File: src/rtl/riscv_mc_pkg.sv
// Shared encodings for the multi-cycle RV32I core: FSM states, opcodes, datapath mux selects.
// Build option: ILLEGAL_TRAP_EN adds the TRAP state for unknown opcodes.
package riscv_mc_pkg;

  typedef enum logic [3:0] {
    S_FETCH    = 4'd0,
    S_DECODE   = 4'd1,
    S_MEMADR   = 4'd2,
    S_MEMREAD  = 4'd3,
    S_MEMWB    = 4'd4,
    S_MEMWRITE = 4'd5,
    S_EXECUTER = 4'd6,
    S_EXECUTEI = 4'd7,
    S_ALUWB    = 4'd8,
    S_BEQ      = 4'd9,
    S_JAL      = 4'd10
`ifdef ILLEGAL_TRAP_EN
    , S_TRAP   = 4'd11
`endif
  } state_e;

  localparam logic [6:0] OP_LW  = 7'b0000011;
  localparam logic [6:0] OP_SW  = 7'b0100011;
  localparam logic [6:0] OP_R   = 7'b0110011;
  localparam logic [6:0] OP_I   = 7'b0010011;
  localparam logic [6:0] OP_BEQ = 7'b1100011;
  localparam logic [6:0] OP_JAL = 7'b1101111;

  localparam logic [1:0] RES_ALUOUT = 2'b00;
  localparam logic [1:0] RES_MEM    = 2'b01;
  localparam logic [1:0] RES_ALU    = 2'b10;

  localparam logic [1:0] SRCA_PC    = 2'b00;
  localparam logic [1:0] SRCA_OLDPC = 2'b01;
  localparam logic [1:0] SRCA_RS1   = 2'b10;

  localparam logic [1:0] SRCB_RS2   = 2'b00;
  localparam logic [1:0] SRCB_IMM   = 2'b01;
  localparam logic [1:0] SRCB_FOUR  = 2'b10;

  localparam logic [1:0] ALUOP_ADD  = 2'b00;
  localparam logic [1:0] ALUOP_SUB  = 2'b01;
  localparam logic [1:0] ALUOP_FUNC = 2'b10;

  typedef struct packed {
    logic       ir_write;
    logic       pc_write;
    logic       adr_src;
    logic       mem_write;
    logic       mem_req;
    logic       reg_write;
    logic [1:0] result_src;
    logic [1:0] alu_src_a;
    logic [1:0] alu_src_b;
    logic [1:0] alu_op;
    logic       illegal;
  } ctrl_t;

endpackage

File: src/rtl/multicycle_out_dec.sv
// Combinational state -> control-word decode for the multi-cycle core sequencer.
// Build option: ILLEGAL_TRAP_EN enables the TRAP state decode.
module multicycle_out_dec
  import riscv_mc_pkg::*;
(
  input  state_e state,
  input  logic   zero,
  input  logic   mem_ready,
  output ctrl_t  ctrl
);

  always_comb begin
    ctrl = '0;
    unique case (state)
      S_FETCH: begin
        ctrl.mem_req    = 1'b1;
        ctrl.alu_src_a  = SRCA_PC;
        ctrl.alu_src_b  = SRCB_FOUR;
        ctrl.alu_op     = ALUOP_ADD;
        ctrl.result_src = RES_ALU;
        ctrl.ir_write   = mem_ready;
        ctrl.pc_write   = mem_ready;
      end
      S_DECODE: begin
        ctrl.alu_src_a = SRCA_OLDPC;
        ctrl.alu_src_b = SRCB_IMM;
        ctrl.alu_op    = ALUOP_ADD;
      end
      S_MEMADR: begin
        ctrl.alu_src_a = SRCA_RS1;
        ctrl.alu_src_b = SRCB_IMM;
        ctrl.alu_op    = ALUOP_ADD;
      end
      S_MEMREAD: begin
        ctrl.adr_src    = 1'b1;
        ctrl.mem_req    = 1'b1;
        ctrl.result_src = RES_ALUOUT;
      end
      S_MEMWB: begin
        ctrl.result_src = RES_MEM;
        ctrl.reg_write  = 1'b1;
      end
      S_MEMWRITE: begin
        ctrl.adr_src   = 1'b1;
        ctrl.mem_req   = 1'b1;
        ctrl.mem_write = 1'b1;
      end
      S_EXECUTER: begin
        ctrl.alu_src_a = SRCA_RS1;
        ctrl.alu_src_b = SRCB_RS2;
        ctrl.alu_op    = ALUOP_FUNC;
      end
      S_EXECUTEI: begin
        ctrl.alu_src_a = SRCA_RS1;
        ctrl.alu_src_b = SRCB_IMM;
        ctrl.alu_op    = ALUOP_FUNC;
      end
      S_ALUWB: begin
        ctrl.result_src = RES_ALUOUT;
        ctrl.reg_write  = 1'b1;
      end
      S_BEQ: begin
        ctrl.alu_src_a  = SRCA_RS1;
        ctrl.alu_src_b  = SRCB_RS2;
        ctrl.alu_op     = ALUOP_SUB;
        ctrl.result_src = RES_ALUOUT;
        ctrl.pc_write   = zero;
      end
      S_JAL: begin
        ctrl.alu_src_a  = SRCA_OLDPC;
        ctrl.alu_src_b  = SRCB_FOUR;
        ctrl.alu_op     = ALUOP_ADD;
        ctrl.result_src = RES_ALUOUT;
        ctrl.pc_write   = 1'b1;
      end
`ifdef ILLEGAL_TRAP_EN
      S_TRAP: begin
        ctrl.illegal = 1'b1;
      end
`endif
      default: ctrl = '0;
    endcase
  end

endmodule

File: src/rtl/multicycle_ctrl_fsm.sv
// Main sequencing FSM of the multi-cycle RV32I core: state register, next-state logic, reset gating.
// Build option: ILLEGAL_TRAP_EN sends unknown opcodes to a sticky TRAP state.
module multicycle_ctrl_fsm
  import riscv_mc_pkg::*;
#(
  parameter int unsigned STATE_W = 4
) (
  input  logic               clk,
  input  logic               reset,
  input  logic [31:0]        instr,
  input  logic               Zero,
  input  logic               mem_ready,
  output logic               IRwrite,
  output logic               PCwrite,
  output logic               AdrSrc,
  output logic               MemWrite,
  output logic               mem_req,
  output logic               RegWrite,
  output logic [1:0]         ResultSrc,
  output logic [1:0]         ALUSrcA,
  output logic [1:0]         ALUSrcB,
  output logic [1:0]         ALUOp,
  output logic               illegal_instr,
  output logic [STATE_W-1:0] fsm_state
);

  state_e     state_q, state_d;
  ctrl_t      ctrl;
  logic [6:0] opcode;
  logic       unused_instr_hi;

  assign opcode          = instr[6:0];
  assign unused_instr_hi = ^instr[31:7];

  always_ff @(posedge clk or negedge reset) begin
    if (!reset) state_q <= S_FETCH;
    else        state_q <= state_d;
  end

  always_comb begin
    state_d = S_FETCH;
    case (state_q)
      S_FETCH:  state_d = mem_ready ? S_DECODE : S_FETCH;
      S_DECODE: begin
        case (opcode)
          OP_LW, OP_SW: state_d = S_MEMADR;
          OP_R:         state_d = S_EXECUTER;
          OP_I:         state_d = S_EXECUTEI;
          OP_BEQ:       state_d = S_BEQ;
          OP_JAL:       state_d = S_JAL;
`ifdef ILLEGAL_TRAP_EN
          default:      state_d = S_TRAP;
`else
          default:      state_d = S_FETCH;
`endif
        endcase
      end
      S_MEMADR:   state_d = (opcode == OP_LW) ? S_MEMREAD : S_MEMWRITE;
      S_MEMREAD:  state_d = mem_ready ? S_MEMWB : S_MEMREAD;
      S_MEMWB:    state_d = S_FETCH;
      S_MEMWRITE: state_d = mem_ready ? S_FETCH : S_MEMWRITE;
      S_EXECUTER: state_d = S_ALUWB;
      S_EXECUTEI: state_d = S_ALUWB;
      S_ALUWB:    state_d = S_FETCH;
      S_BEQ:      state_d = S_FETCH;
      S_JAL:      state_d = S_ALUWB;
`ifdef ILLEGAL_TRAP_EN
      S_TRAP:     state_d = S_TRAP;
`endif
      default:    state_d = S_FETCH;
    endcase
  end

  multicycle_out_dec u_out_dec (
    .state     (state_q),
    .zero      (Zero),
    .mem_ready (mem_ready),
    .ctrl      (ctrl)
  );

  // Strobes are gated by reset directly so they drop in the same cycle reset falls.
  assign IRwrite       = reset & ctrl.ir_write;
  assign PCwrite       = reset & ctrl.pc_write;
  assign MemWrite      = reset & ctrl.mem_write;
  assign mem_req       = reset & ctrl.mem_req;
  assign RegWrite      = reset & ctrl.reg_write;
  assign illegal_instr = reset & ctrl.illegal;
  assign AdrSrc        = ctrl.adr_src;
  assign ResultSrc     = ctrl.result_src;
  assign ALUSrcA       = ctrl.alu_src_a;
  assign ALUSrcB       = ctrl.alu_src_b;
  assign ALUOp         = ctrl.alu_op;
  assign fsm_state     = STATE_W'(state_q);

endmodule

File: config.mk
export PLATFORM = sky130hd
export DESIGN_NAME = multicycle_ctrl_fsm
export DESIGN_NICKNAME = d
export VERILOG_FILES = /design/src/rtl/riscv_mc_pkg.sv /design/src/rtl/multicycle_out_dec.sv /design/src/rtl/multicycle_ctrl_fsm.sv
export SDC_FILE = /design/constraint.sdc
export NUM_CORES = 1
export LEC_CHECK = 0
export BUFFER_PORTS_ARGS = -buffer_cell sky130_fd_sc_hd__clkbuf_2
export CAP_MARGIN = 20
export CORE_MARGIN = 10
export CORE_UTILIZATION = 37
export DETAILED_ROUTE_END_ITERATION = 7
export PLACE_DENSITY = 0.95
export SYNTH_ARGS = -nofsm -noshare
export SYNTH_HDL_FRONTEND = slang
export SYNTH_SLANG_ARGS = --single-unit
File: constraint.sdc
create_clock -name clk -period 2.3 [get_ports clk]
set_clock_uncertainty 0.1 [all_clocks]
set_input_delay 0.46 -clock clk [delete_from_list [all_inputs] [get_ports clk]]
set_output_delay 0.46 -clock clk [all_outputs]
set_load 0.03 [all_outputs]
Yosys cells after proc, flatten, opt, wreduce, memory -nomap -nowiden
Cells that the tools add are included.

Register bits: 4. Input bits: 36. Output and inout port bits: 19. Word-level logic and storage cells: 42.

Equal/unequal tests: 16. Muxes and demuxes: 14. Bitwise gates (word level): 5. Reduce and logical (&&, ||, !) cells: 6.

Operators by type and width (number): case mux 6 bit (7 select lines) (1); case mux 4 bit (6 select lines) (1); case mux 4 bit (5 select lines) (1); equality test 4 x 3 -> 1 bit (second input constant) (4); equality test 7 x 6 -> 1 bit (second input constant) (2); equality test 7 bit (second input constant) (2); equality test 4 bit (second input constant) (3); 2-to-1 mux 3 bit (3); equality test 4 x 2 -> 1 bit (second input constant) (2); equality test 7 x 2 -> 1 bit (second input constant) (1); equality test 7 x 5 -> 1 bit (second input constant) (1); 2-to-1 mux 1 bit (6); OR reduction 2 bit (3); OR reduction 3 bit (2); AND 1 bit (5); equality test 4 x 1 -> 1 bit (second input constant) (1); logical NOT 4 bit (1); case mux 2 bit (2 select lines) (1); case mux 1 bit (3 select lines) (1).

Depth between registers and ports, before layout
Gate-level depths: netlist of run 1.

Depth in word-level cells: 4. Depth in mapped cells: 5. Mapped depth without buffers: 4.

Cells and area by module
From an unflattened synthesis of run 1, not the netlist that was laid out.

Cell total of the unflattened synthesis: 80. Area, all modules: 586.8 µm².

Modules (own cells, without submodules): multicycle_ctrl_fsm (instances 1, cells an instance 41, area each 354.1 µm², sequential area each 100.1 µm²); multicycle_out_dec (instances 1, cells an instance 39, area each 232.7 µm², sequential area each 0.0 µm²).

Worst setup path before layout of run 1
No wires, ideal clock.

Kind: register to output. Start point: register state_q[0] (netlist: fsm_state[0]). End point: output port PCwrite. Arrival time: 2412 ps. Required time: 1740 ps. Setup slack: -672 ps. Cell stages (with the launch flop): 4. Path buffers: 0. Cell sequence: dfrtp_1 -> nor4_1 -> and3_1 -> a41o_1.

Longest elaborated chain between the ends: 3. Elaborated cells between the ends (all ways): 5. Classes of those cells: 2 x eq/ne; 1 x mux; 1 x bitwise; 1 x reduce/logical.

RTL lines: start, declared (RTL line multicycle_ctrl_fsm.sv:27) `state_e state_q, state_d;`; start signal, assigned (RTL line multicycle_ctrl_fsm.sv:37) `else state_q <= state_d;`; equality test 4 bit or logical NOT 4 bit (tied branches) (RTL line multicycle_out_dec.sv:14) `unique case (state)`; case mux 1 bit (3 select lines) (*) (RTL line multicycle_out_dec.sv:14); AND 1 bit (*) (RTL line multicycle_ctrl_fsm.sv:83) `assign PCwrite = reset & ctrl.pc_write;`; end, declared (RTL line multicycle_ctrl_fsm.sv:14) `output logic PCwrite,`.

Mark *: on every way between the ends. The rest lies on a longest branch, timed or not.

Worst setup path after layout of run 1
Start point: register state_q[2] (netlist: fsm_state[2]). End point: output port PCwrite.

The elaborated chain is that of the path after synthesis.

==> results of run 1 <==
==> Yosys cell counts (all sizes together) (2+ instances only) <==
cell type | number | area, sq um
and2b | 2 | 15.0
nand2 | 5 | 18.8
inv | 2 | 7.50
o21ai | 5 | 25.0
a21oi | 7 | 35.0
clkbuf | 2 | 7.51
nor2 | 11 | 41.3
nor2b | 2 | 12.5
nand2b | 6 | 37.5
nand4b | 2 | 17.5
a21o | 2 | 15.0
nor3b | 5 | 37.5
dfrtp | 4 | 100
buf | 3 | 22.5
nor3 | 4 | 20.0
o22ai | 2 | 12.5
==> layout make-up <==
cell class / instances / area (sq um)
inverter: 2 / 7.51
multi-input combinational: 65 / 423
tap: 15 / 18.8
sequential: 4 / 101
fill: 138 / 588
clock buffer: 3 / 22.5
timing repair buffer: 32 / 173
==> routing by layer <==
metal	GRT usage	vias up	wire length (um)
met1	0.107	295	687
met3	0.0741	5	206
met4	0.0705	0	46
met5	0	-	0
met2	0.163	31	838
li1	-	329	-
==> kinds of logic after synthesis <==
group	count (synthesis)	synth area share
flip-flops	4	0.188
multiplexers	1	0.0188
buffers and inverters	7	0.0706
AO/OA/AOI/OAI	20	0.247
other	1	0.00705
XOR/XNOR	2	0.0329
AND/OR/NAND/NOR	41	0.435
==> tightest hold or removal path, delay by kind of cell <==
| family | cells | cell delay, ps |
|---|---|---|
| AND/OR/NAND/NOR | 1 | 110 |
| buffers and inverters | 1 | 100 |
| AO/OA/AOI/OAI | 1 | 80 |
==> power groups by stage <==
stage / clock [mW] / sequential, mW / combinational (mW)
after CTS: 0.0893 / 0.0784 / 0.124
final: 0.0874 / 0.0786 / 0.124
after floorplan: 0 / 0.0834 / 0.0780
after detailed placement: 0 / 0.0792 / 0.122
after global routing: 0.0978 / 0.0791 / 0.137
after global placement: 0 / 0.0789 / 0.118
==> what timing repair did <==
item,4_1_cts,5_1_grt
hold endpoints to repair,4,0
hold buffers,1,0
resized for setup,0,2
setup endpoints to repair,0,4
==> worst paths after layout <==
path / end / slack (ps) / cells past startpoint
max in group asynchronous: fsm_state[1] / 1330 / 2
worst max-delay path: PCwrite / 150 / 4
worst min register to register: fsm_state[3] / 610 / 2
worst min-delay path: fsm_state[1] / 450 / 3
worst max register to register: fsm_state[2] / 650 / 4
min in group asynchronous: fsm_state[0] / 570 / 2
==> metrics by stage <==
| step | hold WS (ps) | std cells |
|---|---|---|
| after floorplan | 64.4 | 76 |
| after global placement | 199 | 117 |
| after detailed placement | 210 | 117 |
| after CTS | 452 | 121 |
| after global routing | 465 | 121 |
| final | 447 | 121 |
==> results.md, run 1 <==
- Status: completed
- Crit path largest cell delay: 550 ps
- Avg Cell Area, Syn: 7.00 sq um
- Die width: 57.9 um
- Sw Pwr: 114 uW
- Cells after synthesis: 76
- Clock power frac: 0.302
- Static Leakage: 0.381 nW
- Most used DFF post-synth: dfrtp_1
- DP HPWL: 1.44 mm
- Initial antenna violation count: 0
- Mapped cell area: 532 sq um
- Critical hold path startpoint: instr[0]
- Slowest-stage cell, CP: dfrtp_1
- CTS tree: done
- Final setup violation count: 0
- Routed len/inst: 14.7 um
- Yosys warns: 0
- WP buf/inv: 1
- Final min period: 2150 ps
- Reg clk slew, reported paths: 40 ps
- Max-cap violation count: 0
- Post-CTS setup buffer count: 0
- Initial DRC Count: 10
- Peak supply drop: 0.200 mV
- Crit path from: fsm_state[2]
- Setup crit start kind: register
- IO Port Bufs: 28
- Largest net degree at the start of global routing: 16
- Nets: 144
- Via density: 5.45
- Type of the tightest min-delay check: input port to register
- Max FFs per register: 4
- Initial Util: 0.399
- Ant. Diodes: 0
- CP Capture Type: output pin
- Most common cell after layout, fill and taps aside: clkbuf_2
- # rows: 13
- P_int: 176 uW
- Fin util: 0.559
- Worst EP required: 1740 ps
- Via count: 660
- Crit-path cells: nor4_4, and3_2, a41o_1, clkbuf_2
- Layout cells sized above 1: 0.396
- Vias in the first global route: 661
- Sw Ratio: 0.394
- Fin area: 746 sq um
- Die Ht: 57.9 um
- FF+latch count, synth: 4
- Cell family with most CP delay: flip-flops
- Final setup TNS: 0 ps
- Root Driver: clkbuf_4
- Unrepaired setup endpoints after global routing: no
- Worst r2r src: fsm_state[2]
- CTS H-tree depth: 1
- Longest Clk Path Bufs: 2
- Sequential area share after synthesis: 0.188
- Tot Pwr: 290 uW
- Max Slew Vio Count: 0
- PD cells: 389 mW/mm^2
- Pre-CTS WS: 286 ps
- Post-synth EDFFs: 0
- Post-route setup slack: 147 ps
- Top Ports: 55
- Fin crit share: 0.936
- Die Area: 0.00335 sq mm
- Overflow after GRT: 0
- Worst-Skew Late Latency: 240 ps
- Commonest cells after routing, fill and taps aside: 28 x clkbuf_2, 11 x nor2_1, 7 x a21oi_1
- Async SR Flop Fraction: 1.00
- Routed WL: 1.78 mm
- RD Place Congestion: 0.818
- CP Class: register to output pin
- Final ANT Viol Nets: 0
- Combinational Power Share: 0.427
- Area Growth Syn to Fin: 40.2%
- Total GRT Usage: 0.109
- Reg power frac: 0.271
- Post-synth cell types: 30
- TritonCTS Sinks: 4
- Synthesized Nets: 112
- Core Region: 0.00133 sq mm
- Dpl cell area: 704 sq um
- Crit path DAT: 1590 ps
- Detailed Routing Iterations Pass 1: 4
- CTS buffer count: 3
- Final Hold Vio Count: 0
- Critical path fanouts, max: 15
- DRC: 0
- Fmax: 464 MHz
- First-pass GRT wire length: 2.93 mm
No activity file was read; power rests on OpenSTA's default activity.
==> run 2: changes to the inputs <==
MAX_ROUTING_LAYER = met4   (was not set)
==> run 2 against run 1 <==
Against the previous run:
- critical path depth unchanged
- first-iteration DRC count increased by 50%
- largest power group unchanged
- critical path type unchanged
- clock power increased by 1%
- total power increased by 0.59%
- die area unchanged
==> results.md, run 2 (synthesis results as in run 1) <==
- DRC: 0 (unchanged)
- Initial Util: 0.399 (unchanged)
- Critical hold path startpoint: instr[0]
- Peak supply drop: 0.198 mV (-1.3%)
- Hold Crit Depth: 3 (unchanged)
- CP Capture Type: output pin
- Setup crit start kind: register
- Final ANT Viol Nets: 0 (unchanged)
- Top Ports: 55 (unchanged)
- Dpl cell area: 704 sq um (unchanged)
- Slowest-stage cell, CP: dfrtp_1
- Static Leakage: 0.381 nW (unchanged)
- Routed WL: 1.81 mm (+1.9%)
- Root Driver: clkbuf_4
- Max FFs per register: 4 (unchanged)
- Fin area: 746 sq um (unchanged)
- Max Slew Vio Count: 0 (unchanged)
- RD Place Congestion: 0.830 (+1.5%)
- Initial DRC Count: 15 (+5)
- Worst r2r src: fsm_state[2]
- DP HPWL: 1.44 mm (unchanged)
- Area Growth Syn to Fin: 40.2% (unchanged)
- Nets: 144 (unchanged)
- CTS buffer count: 3 (unchanged)
- Post-CTS setup buffer count: 0 (unchanged)
- Worst EP required: 1740 ps (about the same)
- # rows: 13 (unchanged)
- Unrepaired setup endpoints after global routing: no
- Via density: 5.50 (+0.91%)
- Die width: 57.9 um (unchanged)
- TritonCTS Sinks: 4 (unchanged)
- Vias in the first global route: 659 (-0.30%)
- Crit path from: fsm_state[2]
- Layout cells sized above 1: 0.396 (unchanged)
- Crit-path cells: nor4_4, and3_2, a41o_1, clkbuf_2
- Final Hold Vio Count: 0 (unchanged)
- Fill cells: 138 (unchanged)
- IO Port Bufs: 28 (unchanged)
- Max-cap violation count: 0 (unchanged)
- Reg clk slew, reported paths: 40 ps (about the same)
- Fin crit share: 0.936 (about the same)
- Via count: 666 (+0.91%)
- Detailed Routing Iterations Pass 1: 5 (+1)
- Core Region: 0.00133 sq mm (unchanged)
- Worst reg2reg path depth: 4 (unchanged)
- Routed len/inst: 15.0 um (+1.9%)
- Final setup violation count: 0 (unchanged)
- Die Area: 0.00335 sq mm (unchanged)
- Type of the tightest min-delay check: input port to register
- Worst-Skew Late Latency: 240 ps (about the same)
- Longest Clk Path Bufs: 2 (unchanged)
- PD cells: 391 mW/mm^2 (+0.59%)
- CTS H-tree depth: 1 (unchanged)
- Critical path fanouts, max: 15 (unchanged)
- Fmax: 465 MHz (about the same)
- Most common cell after layout, fill and taps aside: clkbuf_2
- CTS tree: done
- Final setup TNS: 0 ps (unchanged)
- Fin util: 0.559 (unchanged)
- Status: completed
- First-pass GRT wire length: 2.93 mm (-0.24%)
- Total GRT Usage: 0.110 (+0.00173)
- Final min period: 2150 ps (-0.450 ps)
- Die Ht: 57.9 um (unchanged)
- Overflow after GRT: 0 (unchanged)
- CP Class: register to output pin
- Commonest cells after routing, fill and taps aside: 28 x clkbuf_2, 11 x nor2_1, 7 x a21oi_1
- Ant. Diodes: 0 (unchanged)
- Largest net degree at the start of global routing: 16 (unchanged)
- Crit path largest cell delay: 550 ps (about the same)
- Initial antenna violation count: 0 (unchanged)
- Crit path DAT: 1590 ps (about the same)
[run 2: cell counts in the layout (fill, tap and decap cells not counted)]
Identical to the previous run, type by type.
[run 2: path summary, 6_finish.rpt]
check | to | slack [ps]
min reg2reg | fsm_state[3] | 600
min | fsm_state[1] | 450
max in group asynchronous | fsm_state[1] | 1330
max reg2reg | fsm_state[2] | 640
max | PCwrite | 150
min in group asynchronous | fsm_state[0] | 570
[run 2: layer usage]
| layer | routed length, um | track usage | share of wire |
|---|---|---|---|
| met5 | 0 | - | 0 |
| met4 | 33 | 0.0705 | 0.018 |
| met3 | 204 | 0.0654 | 0.11 |
| met2 | 865 | 0.163 | 0.48 |
| met1 | 709 | 0.109 | 0.39 |
[run 2: power breakdown]
part           internal, mW  switching [mW]  total [mW]
Sequential           0.0731         0.00542      0.0786
Clock                0.0585          0.0302      0.0887
Combinational        0.0442          0.0801       0.124
Total                 0.176           0.116       0.292
[run 2: layout make-up]
type | instances | area (sq um) | area share
Clock buffer | 3 | 22.5 | 0.0302
Inverter | 2 | 7.51 | 0.0101
Multi-Input combinational cell | 65 | 423 | 0.567
Sequential cell | 4 | 101 | 0.136
Tap cell | 15 | 18.8 | 0.0252
Timing Repair Buffer | 32 | 173 | 0.232
[run 2: what timing repair did]
item / CTS / global route
setup endpoints to repair: 0 / 4
endpoints found under the hold margin: 4 / 0
hold buffers: 1 / 0
resized for setup: 0 / 2
[run 2: through the flow]
stage | worst slack [ps] | power [mW] | cells | hold WS (ps)
finish | 148 | 0.292 | 121 | 448
global route | 32.7 | 0.311 | 121 | 470
CTS | 31.8 | 0.291 | 121 | 452
detailed placement | 286 | 0.201 | 117 | 210
global placement | 331 | 0.197 | 117 | 199
floorplan | -6.63 | 0.161 | 76 | 64.4
[run 2: worst max-delay path: cells and delay by family (launching register included)]
family          cells  cell delay [ps]
compound gates      1               90
buf+inv             1              200
flops               1              550
simple gates        2              520
==> run 3: changes to the inputs <==
CORE_UTILIZATION = 38   (was 37)
CTS_BUF_LIST = sky130_fd_sc_hd__clkbuf_8   (was not set)
PLACE_DENSITY = not set   (was 0.95)
PLACE_DENSITY_LB_ADDON = 0.12   (was not set)
==> run 3 against run 2 <==
Against the previous run:
- cell area increased by 1.5%
- largest cell class unchanged
- final cell count did not move
- count of clock-buffer cells in the layout unchanged
- non-clock buffer count is the same
- first-iteration DRC count fell by 27%
- hold slack better by 23 ps
==> results.md, run 3 (synthesis results as in run 1) <==
- Routed WL: 1.75 mm (-3.3%)
- Detailed Routing Iterations Pass 1: 5 (unchanged)
- Worst EP required: 1740 ps (about the same)
- Final ANT Viol Nets: 0 (unchanged)
- Die Area: 0.00330 sq mm (-1.7%)
- Nets: 144 (unchanged)
- IO Port Bufs: 28 (unchanged)
- Die Ht: 57.4 um (-0.86%)
- Tot Pwr: 347 uW (+19%)
- Max Slew Vio Count: 0 (unchanged)
- Type of the tightest min-delay check: input port to register
- Worst-Skew Late Latency: 220 ps (-20 ps)
- Routed len/inst: 14.5 um (-3.3%)
- Core Region: 0.00132 sq mm (-1.2%)
- Top Ports: 55 (unchanged)
- Post-CTS setup buffer count: 0 (unchanged)
- Crit path DAT: 1600 ps (about the same)
- Initial DRC Count: 11 (-4)
- Ant. Diodes: 0 (unchanged)
- Area Growth Syn to Fin: 42.4%
- # rows: 13 (unchanged)
- Slew @ Worst Pin: 511 ps
- Die width: 57.4 um (-0.86%)
- Slew Limit Headroom: 0.660
- Initial Util: 0.404 (+0.00492)
- Critical path fanouts, max: 15 (unchanged)
- CTS buffer count: 3 (unchanged)
- Status: completed
- Fill cells: 132 (-4.3%)
- Reg clk slew, reported paths: 30 ps (about the same)
- First-pass GRT wire length: 3.08 mm (+5.4%)
- Vias in the first global route: 647 (-1.8%)
- Placed insts: 117 (unchanged)
- DRC: 0 (unchanged)
- Setup crit start kind: register
- Most common cell after layout, fill and taps aside: clkbuf_2
- TritonCTS Sinks: 4 (unchanged)
- DP HPWL: 1.38 mm (-4.1%)
- Worst r2r src: fsm_state[2]
- Crit path from: fsm_state[2]
- Peak supply drop: 0.391 mV (+98%)
- CP Capture Type: output pin
- Final Hold Vio Count: 0 (unchanged)
- Layout cells sized above 1: 0.387 (-0.00943)
- Non-filler cells in the finished layout: 121 (unchanged)
- Longest Clk Path Bufs: 2 (unchanged)
- Max FFs per register: 4 (unchanged)
- Final min period: 2160 ps (+9.89 ps)
- Multi-input logic area: 415 sq um (-1.8%)
- Largest net degree at the start of global routing: 16 (unchanged)
- Final setup TNS: 0 ps (unchanged)
- CP Class: register to output pin
- Root Driver: clkbuf_8
- Commonest cells after routing, fill and taps aside: 28 x clkbuf_2, 11 x nor2_1, 7 x a21oi_1
- Initial antenna violation count: 0 (unchanged)
- Max-cap violation count: 0 (unchanged)
- Critical hold path startpoint: instr[0]
- Via count: 659 (-1.1%)
- Fmax: 462 MHz (-0.46%)
- Static Leakage: 0.388 nW (+1.8%)
- RD Place Congestion: 0.838 (+0.98%)
- Via density: 5.45 (-1.1%)
- Fin crit share: 0.940 (+0.00430)
- Final setup violation count: 0 (unchanged)
- Register Area: 101 sq um (unchanged)
- Total GRT Usage: 0.113 (+0.00291)
- CTS H-tree depth: 1 (unchanged)
- Unrepaired setup endpoints after global routing: no
- PD cells: 458 mW/mm^2 (+17%)
- CTS tree: done
- Overflow after GRT: 0 (unchanged)
[run 3: cell counts in the layout (fill, tap and decap cells not counted)]
No cell type changed its count.
[run 3: final timing paths]
| check | endpoint | slack, ps | depth (start not counted) |
|---|---|---|---|
| worst max-delay path | PCwrite | 140 | 4 |
| worst min-delay path | fsm_state[0] | 470 | 3 |
| worst max register to register | fsm_state[2] | 710 | 4 |
| worst min register to register | fsm_state[3] | 610 | 2 |
| max in group asynchronous | fsm_state[1] | 1300 | 2 |
| min in group asynchronous | fsm_state[0] | 600 | 2 |
[run 3: critical path, cell delays in order, from the launching register on]
cell and delay [ps]:
dfrtp_1 550, nor4_4 300, and3_2 240, a41o_1 100
clkbuf_2 200
[run 3: area by class of cell]
cell class | instances | share of cell area
inverters | 2 | 0.00992
multi-input cells | 65 | 0.549
flip-flops and latches | 4 | 0.134
repair buffers | 32 | 0.228
well taps | 15 | 0.0248
clock buffers | 3 | 0.0545
[run 3: metrics by stage]
stage	cell area [sq um]	util	setup WS, ps	hold slack (ps)
global placement	704	0.535	297	208
CTS	756	0.574	54.9	468
global route	757	0.575	14.4	488
finish	757	0.575	138	471
floorplan	553	-	-6.63	64.4
detailed placement	704	0.535	279	209
[run 3: per-layer routing]
layer / track usage / routed length (um) / vias up
li1: - / - / 333
met1: 0.141 / 771 / 294
met2: 0.158 / 782 / 26
met3: 0.0354 / 155 / 6
met4: 0.0570 / 43 / 0
met5: - / 0 / -
[run 3: what timing repair did]
item / CTS / global route
endpoints found under the hold margin: 4 / 0
hold buffers: 1 / 0
endpoints found under the setup margin: 0 / 2
resized for setup: 0 / 1
[run 3: power breakdown]
part | internal [mW] | switching [mW] | total, mW
registers | 0.0732 | 0.00768 | 0.0809
clock network | 0.111 | 0.0342 | 0.146
logic | 0.0439 | 0.0762 | 0.120
total | 0.228 | 0.118 | 0.347
